[src/rtl/sipo_pkg.sv]
// -----------------------------------------------------------------------------
// sipo_pkg -- shared definitions for the serial-to-parallel deserializer.
//
// Contents:
//   state_t        : FSM state encoding (IDLE / SHIFT / PARITY)
//   DEFAULT_WIDTH  : default parallel word width
//
// The PARITY state is only entered when the design is built with the
// SIPO_PARITY_EN macro defined.
// -----------------------------------------------------------------------------
package sipo_pkg;

    typedef enum logic [1:0] {
        IDLE   = 2'd0,
        SHIFT  = 2'd1,
        PARITY = 2'd2
    } state_t;

    localparam int DEFAULT_WIDTH = 4;

endpackage

[src/rtl/sipo_bitcnt.sv]
// -----------------------------------------------------------------------------
// sipo_bitcnt -- loadable bit counter with terminal-count flag.
//
// Parameters:
//   WIDTH : number of data bits per word; tc is high while the count equals
//           WIDTH-1, i.e. the bit being presented is the last data bit.
//   CW    : counter width, clog2(WIDTH+1) so the count can also hold WIDTH
//           (used while waiting for a parity bit).
// Ports:
//   clk      in  : clock, rising edge
//   rst      in  : synchronous active-high reset, clears the count
//   load     in  : load load_val (has priority over inc)
//   load_val in  : value to load
//   inc      in  : increment the count
//   tc       out : terminal-count flag
// -----------------------------------------------------------------------------
module sipo_bitcnt
    import sipo_pkg::*;
#(
    parameter int WIDTH = DEFAULT_WIDTH,
    parameter int CW    = $clog2(WIDTH + 1)
) (
    input  logic          clk,
    input  logic          rst,
    input  logic          load,
    input  logic [CW-1:0] load_val,
    input  logic          inc,
    output logic          tc
);

    localparam logic [CW-1:0] LAST = CW'(WIDTH - 1);

    logic [CW-1:0] count;

    always_ff @(posedge clk) begin
        if (rst) begin
            count <= '0;
        end else if (load) begin
            count <= load_val;
        end else if (inc) begin
            count <= count + 1'b1;
        end
    end

    assign tc = (count == LAST);

endmodule

[src/rtl/sipo_deser.sv]
// -----------------------------------------------------------------------------
// sipo_deser -- serial-in / parallel-out deserializer with a one-word output
// register, ready/valid handshake and sticky overrun flag.
//
// Bits are assembled LSB first. A completed word is copied into the output
// register at the edge that consumes its last bit, so pout_valid is visible
// one cycle after that bit was presented. If the output register is still
// occupied and not being accepted, the new word is dropped and overrun sets.
//
// Optional feature: define SIPO_PARITY_EN to append one even-parity bit to
// every frame; parity_err then flags words whose data XOR parity is 1.
// Without the macro, frames are WIDTH bits and parity_err is tied to 0.
//
// Ports:
//   clk        in  : clock, rising edge
//   rst        in  : synchronous active-high reset
//   sin_valid  in  : qualifies sin
//   sin        in  : serial data bit
//   pout       out : assembled parallel word [WIDTH-1:0]
//   pout_valid out : pout holds an unaccepted word
//   pout_ready in  : consumer accepts when pout_valid && pout_ready
//   overrun    out : sticky, a completed word was dropped
//   parity_err out : parity failure on the word in pout
// -----------------------------------------------------------------------------
module sipo_deser
    import sipo_pkg::*;
#(
    parameter int WIDTH = DEFAULT_WIDTH
) (
    input  logic             clk,
    input  logic             rst,
    input  logic             sin_valid,
    input  logic             sin,
    output logic [WIDTH-1:0] pout,
    output logic             pout_valid,
    input  logic             pout_ready,
    output logic             overrun,
    output logic             parity_err
);

    localparam int CW = $clog2(WIDTH + 1);

    state_t           state, state_nxt;
    logic [WIDTH-1:0] sreg;
    logic [WIDTH-1:0] sreg_shifted;
    logic [WIDTH-1:0] word;
    logic [CW-1:0]    cnt_load_val;
    logic             cnt_load;
    logic             cnt_inc;
    logic             cnt_tc;
    logic             shift_en;
    logic             complete;
    logic             out_free;
`ifdef SIPO_PARITY_EN
    logic             perr_nxt;
`endif

    sipo_bitcnt #(
        .WIDTH (WIDTH),
        .CW    (CW)
    ) u_bitcnt (
        .clk      (clk),
        .rst      (rst),
        .load     (cnt_load),
        .load_val (cnt_load_val),
        .inc      (cnt_inc),
        .tc       (cnt_tc)
    );

    // Right shift: after WIDTH shifts the first bit sits in bit 0.
    assign sreg_shifted = {sin, sreg[WIDTH-1:1]};

    always_comb begin
        state_nxt    = state;
        cnt_load     = 1'b0;
        cnt_load_val = '0;
        cnt_inc      = 1'b0;
        shift_en     = 1'b0;
        complete     = 1'b0;
        word         = sreg_shifted;
`ifdef SIPO_PARITY_EN
        perr_nxt     = 1'b0;
`endif
        case (state)
            IDLE: begin
                if (sin_valid) begin
                    shift_en     = 1'b1;
                    cnt_load     = 1'b1;
                    cnt_load_val = CW'(1);
                    state_nxt    = SHIFT;
                end
            end
            SHIFT: begin
                if (sin_valid) begin
                    shift_en = 1'b1;
                    if (cnt_tc) begin
`ifdef SIPO_PARITY_EN
                        cnt_inc   = 1'b1;
                        state_nxt = PARITY;
`else
                        complete  = 1'b1;
                        cnt_load  = 1'b1;
                        state_nxt = IDLE;
`endif
                    end else begin
                        cnt_inc = 1'b1;
                    end
                end
            end
`ifdef SIPO_PARITY_EN
            PARITY: begin
                // Parity bit is not shifted in; the data is already aligned.
                if (sin_valid) begin
                    complete  = 1'b1;
                    word      = sreg;
                    perr_nxt  = (^sreg) ^ sin;
                    cnt_load  = 1'b1;
                    state_nxt = IDLE;
                end
            end
`endif
            default: state_nxt = IDLE;
        endcase
    end

    always_ff @(posedge clk) begin
        if (rst) begin
            state <= IDLE;
            sreg  <= '0;
        end else begin
            state <= state_nxt;
            if (shift_en) begin
                sreg <= sreg_shifted;
            end
        end
    end

    // A completed word may load if the register is empty or being drained
    // in this same cycle.
    assign out_free = !pout_valid || pout_ready;

    always_ff @(posedge clk) begin
        if (rst) begin
            pout       <= '0;
            pout_valid <= 1'b0;
            overrun    <= 1'b0;
        end else if (complete) begin
            if (out_free) begin
                pout       <= word;
                pout_valid <= 1'b1;
            end else begin
                overrun <= 1'b1;
            end
        end else if (pout_valid && pout_ready) begin
            pout_valid <= 1'b0;
        end
    end

`ifdef SIPO_PARITY_EN
    always_ff @(posedge clk) begin
        if (rst) begin
            parity_err <= 1'b0;
        end else if (complete && out_free) begin
            parity_err <= perr_nxt;
        end
    end
`else
    assign parity_err = 1'b0;
`endif

endmodule

[config.mk]
export PLATFORM = sky130hd
export DESIGN_NAME = sipo_deser
export DESIGN_NICKNAME = d
export VERILOG_FILES = /design/src/rtl/sipo_pkg.sv /design/src/rtl/sipo_bitcnt.sv /design/src/rtl/sipo_deser.sv
export SDC_FILE = /design/constraint.sdc
export NUM_CORES = 1
export LEC_CHECK = 0
export ABC_AREA = 0
export CORE_MARGIN = 1
export CORE_UTILIZATION = 31
export DETAILED_ROUTE_END_ITERATION = 8
export GPL_ROUTABILITY_DRIVEN = 1
export MAX_ROUTING_LAYER = met4
export PLACE_DENSITY = 0.57
export SYNTH_ARGS = -nofsm -noshare
export SYNTH_HDL_FRONTEND = slang
export SYNTH_HIERARCHICAL = 1
export SYNTH_SLANG_ARGS = --single-unit
[constraint.sdc]
create_clock -name clk -period 1.8 [get_ports clk]
set_clock_uncertainty 0.15 [all_clocks]
set_input_delay 0.36 -clock clk [delete_from_list [all_inputs] [get_ports clk]]
set_output_delay 0.36 -clock clk [all_outputs]
set_load 0.005 [all_outputs]
==> results.rst <==
.. list-table::
   :header-rows: 1

   * - Metric
     - Value
   * - Required time reported for the critical path endpoint
     - 1830 ps
   * - Max clock buf depth
     - 2
   * - Area added between synthesis and finish
     - 29.2%
   * - Class of the worst hold path
     - reg -> reg
   * - H-tree Lvls
     - 1
   * - Final #Nets
     - 88
   * - Chip Width
     - 46.7 µm
   * - Number of diodes added for antenna fixing
     - 0
   * - First-pass GRT wire length
     - 1700 µm
   * - Reported leakage power
     - 0.303 nW
   * - Seq/Total Area, Yosys
     - 0.419
   * - Overall power after layout
     - 0.000561 W
   * - Placement Rows
     - 15
   * - Launch point of the worst hold path
     - pout[3]$_SDFFE_PP0P_
   * - Fraction of layout cells with a size suffix above 1
     - 0.213
   * - Final setup violation count
     - 0
   * - Number of max-slew violations in the final report
     - 0
   * - Post-CTS Hold Fix Bufs
     - 0
   * - Unrepaired setup endpoints after global routing
     - false
   * - Drt drc
     - 0
   * - Number of unique standard cell types used by synthesis
     - 25
   * - CP Launch Point
     - u_bitcnt/count[0]$_SDFFE_PP0P_
   * - Number of warnings printed during yosys synthesis
     - 6
   * - Starting density of the core
     - 0.344
   * - Internal portion of total power
     - 0.000426 W
   * - Floorplan die area
     - 2180 µm²
   * - Synth Cell Area
     - 621 µm²
   * - Area of the placeable core
     - 1800 µm²
   * - Setup slack, reg-to-reg
     - 80 ps
   * - Critical register-to-register path startpoint
     - u_bitcnt/count[0]$_SDFFE_PP0P_
   * - Global route total overflow
     - 0
   * - End of the worst hold path
     - pout[3]$_SDFFE_PP0P_
   * - Number of antenna violations at the first check in global routing
     - 0
   * - Crit start category
     - flip-flop
   * - Number of cells on the worst hold path
     - 2
   * - Net switching power figure
     - 0.000135 W
   * - Result of the run
     - completed
   * - Mean post-synth cell area
     - 10.0 µm²
   * - Most common cell after layout, fill and taps aside
     - dfxtp_1
   * - Clock root buffer
     - clkbuf_4
   * - Die extent in y
     - 46.7 µm
   * - Maximum clock rate
     - 580 MHz
   * - Cell count of the worst reg-to-reg path
     - 7
   * - End-of-flow core utilization
     - 0.445
   * - Count of maximum capacitance violations
     - 0
   * - Overall fraction of global-route tracks in use
     - 0.120
   * - Largest net degree at the start of global routing
     - 11
   * - Antenna violation net count after detailed routing
     - 0
   * - Yosys top cell by area
     - dfxtp_1
   * - Multi-input gate area in the final layout
     - 327 µm²
   * - Critical Path Sink Type
     - flip-flop
   * - Switching portion of total power
     - 0.241
   * - Clock transition at path regs
     - 80 ps
   * - Combinational fraction of design power
     - 0.134
   * - Share of the synthesized area in the top cell type
     - 0.419
   * - Slew headroom
     - 0.613
   * - Time the worst path needs with I/O delays and setup
     - 1720 ps
   * - Worst Max-Slew Pin Slew
     - 580 ps
   * - Number of buffers inserted by post-CTS setup repair
     - 0
   * - Via count
     - 472
   * - Register cell area after layout
     - 262 µm²
   * - Number of global-route vias before repair
     - 403
   * - Number of primary I/O pins
     - 12
   * - DRT Wirelength
     - 1070 µm
   * - Worst Setup Path Type
     - reg -> reg
   * - HPWL after detailed placement
     - 766 µm
   * - Fraction of the cycle the final worst path needs
     - 0.958
   * - Data arrival time of the worst path
     - 1750 ps
   * - Port Buffer Count
     - 10
   * - Clock Sinks
     - 13
   * - Reg-to-Reg End
     - u_bitcnt/count[2]$_SDFFE_PP0P_
   * - Total iterations of the first detailed-routing run
     - 2
   * - Top area cells in the synthesized netlist
     - dfxtp_1 (42%), mux2i_1 (6.5%), or3b_1 (5.6%)
   * - Power density normalized to cell area
     - 700 nW/µm²
   * - Final Hold Vio Count
     - 0
   * - Final RePlAce weighted congestion
     - 0.693
   * - Power share of the clock group
     - 0.319
   * - Synth Register Bits
     - 13
   * - Max VDD drop
     - 303 µV
   * - Portion of total power attributed to sequential cells
     - 0.547
   * - Avg WL per Cell
     - 10.1 µm
   * - Highest-count cells in the layout ignoring fill and taps
     - dfxtp_1 (12), clkdlybuf4s50_1 (10), nor2_1 (7), buf_4 (6), o21ai_0 (5)
   * - Gate count after technology mapping
     - 62
   * - 1st-iter DRT viols
     - 2
   * - Average via count per standard cell
     - 4.50
   * - CP max FO
     - 4
   * - Worst skew pair latency
     - 270 ps
   * - Number of buffers created by CTS
     - 3
   * - Fillcell total
     - 197
   * - CTS tree
     - yes
   * - Post-cts sizing count
     - 0
## synth_stat cells
cell      instances
dfxtp_1          13
nor2_1            7
o21ai_0           5
a21oi_1           4
mux2i_1           4
or3b_1            4
inv_1             3
nor2b_1           3
a211oi_2          2
ha_1              2
a21boi_0          1
a31oi_1           1
a41oi_1           1
and2_1            1
and2b_2           1
and3_2            1
buf_12            1
buf_4             1
buf_6             1
clkbuf_1          1
conb_1            1
nand3_2           1
nand3b_1          1
o41ai_2           1
xnor2_1           1
## per-stage QoR
step	cell area [µm²]	hold slack [ps]	std cells	setup TNS (ps)	setup slack [ps]
final	802	325	105	0	76.0
after global routing	802	351	105	0	2.16
after CTS	788	327	105	0	24.9
after detailed placement	762	316	101	-94.9	-40.9
after global placement	762	309	101	0	5.34
after floorplan	628	275	64	0	180
## worst max path at each step
stage / end / slack (ps) / cells past startpoint
3_3_place_gp: pout[2]$_SDFFE_PP0P_ / 5 / 4
4_1_cts: u_bitcnt/count[2]$_SDFFE_PP0P_ / 20 / 7
5_1_grt: u_bitcnt/count[2]$_SDFFE_PP0P_ / 2 / 7
6_report: u_bitcnt/count[2]$_SDFFE_PP0P_ / 80 / 7
3_5_place_dp: u_bitcnt/count[2]$_SDFFE_PP0P_ / -40 / 5
2_1_floorplan: u_bitcnt/count[0]$_SDFFE_PP0P_ / 180 / 6
## area by class of cell
type,instances,share of cell area
Tap cell,25,0.0390
Multi-Input combinational cell,44,0.407
Inverter,3,0.0140
Clock buffer,4,0.0328
Sequential cell,13,0.326
Timing Repair Buffer,16,0.181
## cell families (layout without fill, tap and decap cells)
kind of cell / Yosys count / count (layout) / synth area share
compound gates: 15 / 15 / 0.175
mux: 4 / 4 / 0.0645
simple gates: 19 / 19 / 0.194
flops: 13 / 13 / 0.419
fa+ha+maj: 2 / 2 / 0.0403
other cells: 1 / 3 / 0.00604
buf+inv: 7 / 23 / 0.0867
xor+xnor: 1 / 1 / 0.0141
## sequential cells by signal (all words and copies together) (netlist names)
register,cells
pout,4
sreg,3
u_bitcnt/count,3
overrun,1
pout_valid,1
state,1
## power by group through the flow
stage	sequential (W)	combinational, W	clock (W)
floorplan	0.000311	0.0000487	0
global placement	0.000313	0.0000710	0
detailed placement	0.000313	0.0000721	0
CTS	0.000307	0.0000724	0.000185
global route	0.000309	0.0000839	0.000200
finish	0.000307	0.0000752	0.000179
## critical path, stage by stage, from the launching register on
cell and delay, ps:
dfxtp_2 330, ha_1 220, ha_4 180, inv_1 60, a21boi_0 70, buf_4 150, buf_4 130, o41ai_2 320
## layer usage
layer	global-route usage	up-vias	share of wire	wire length, µm
met2	0.156	10	0.42	442
met1	0.155	213	0.53	564
met3	0.0462	2	0.045	48
met4	0.0686	0	0.0094	10
li1	-	247	-	-
met5	-	-	0	0
Note: power is estimated with default switching activity, not from simulation.
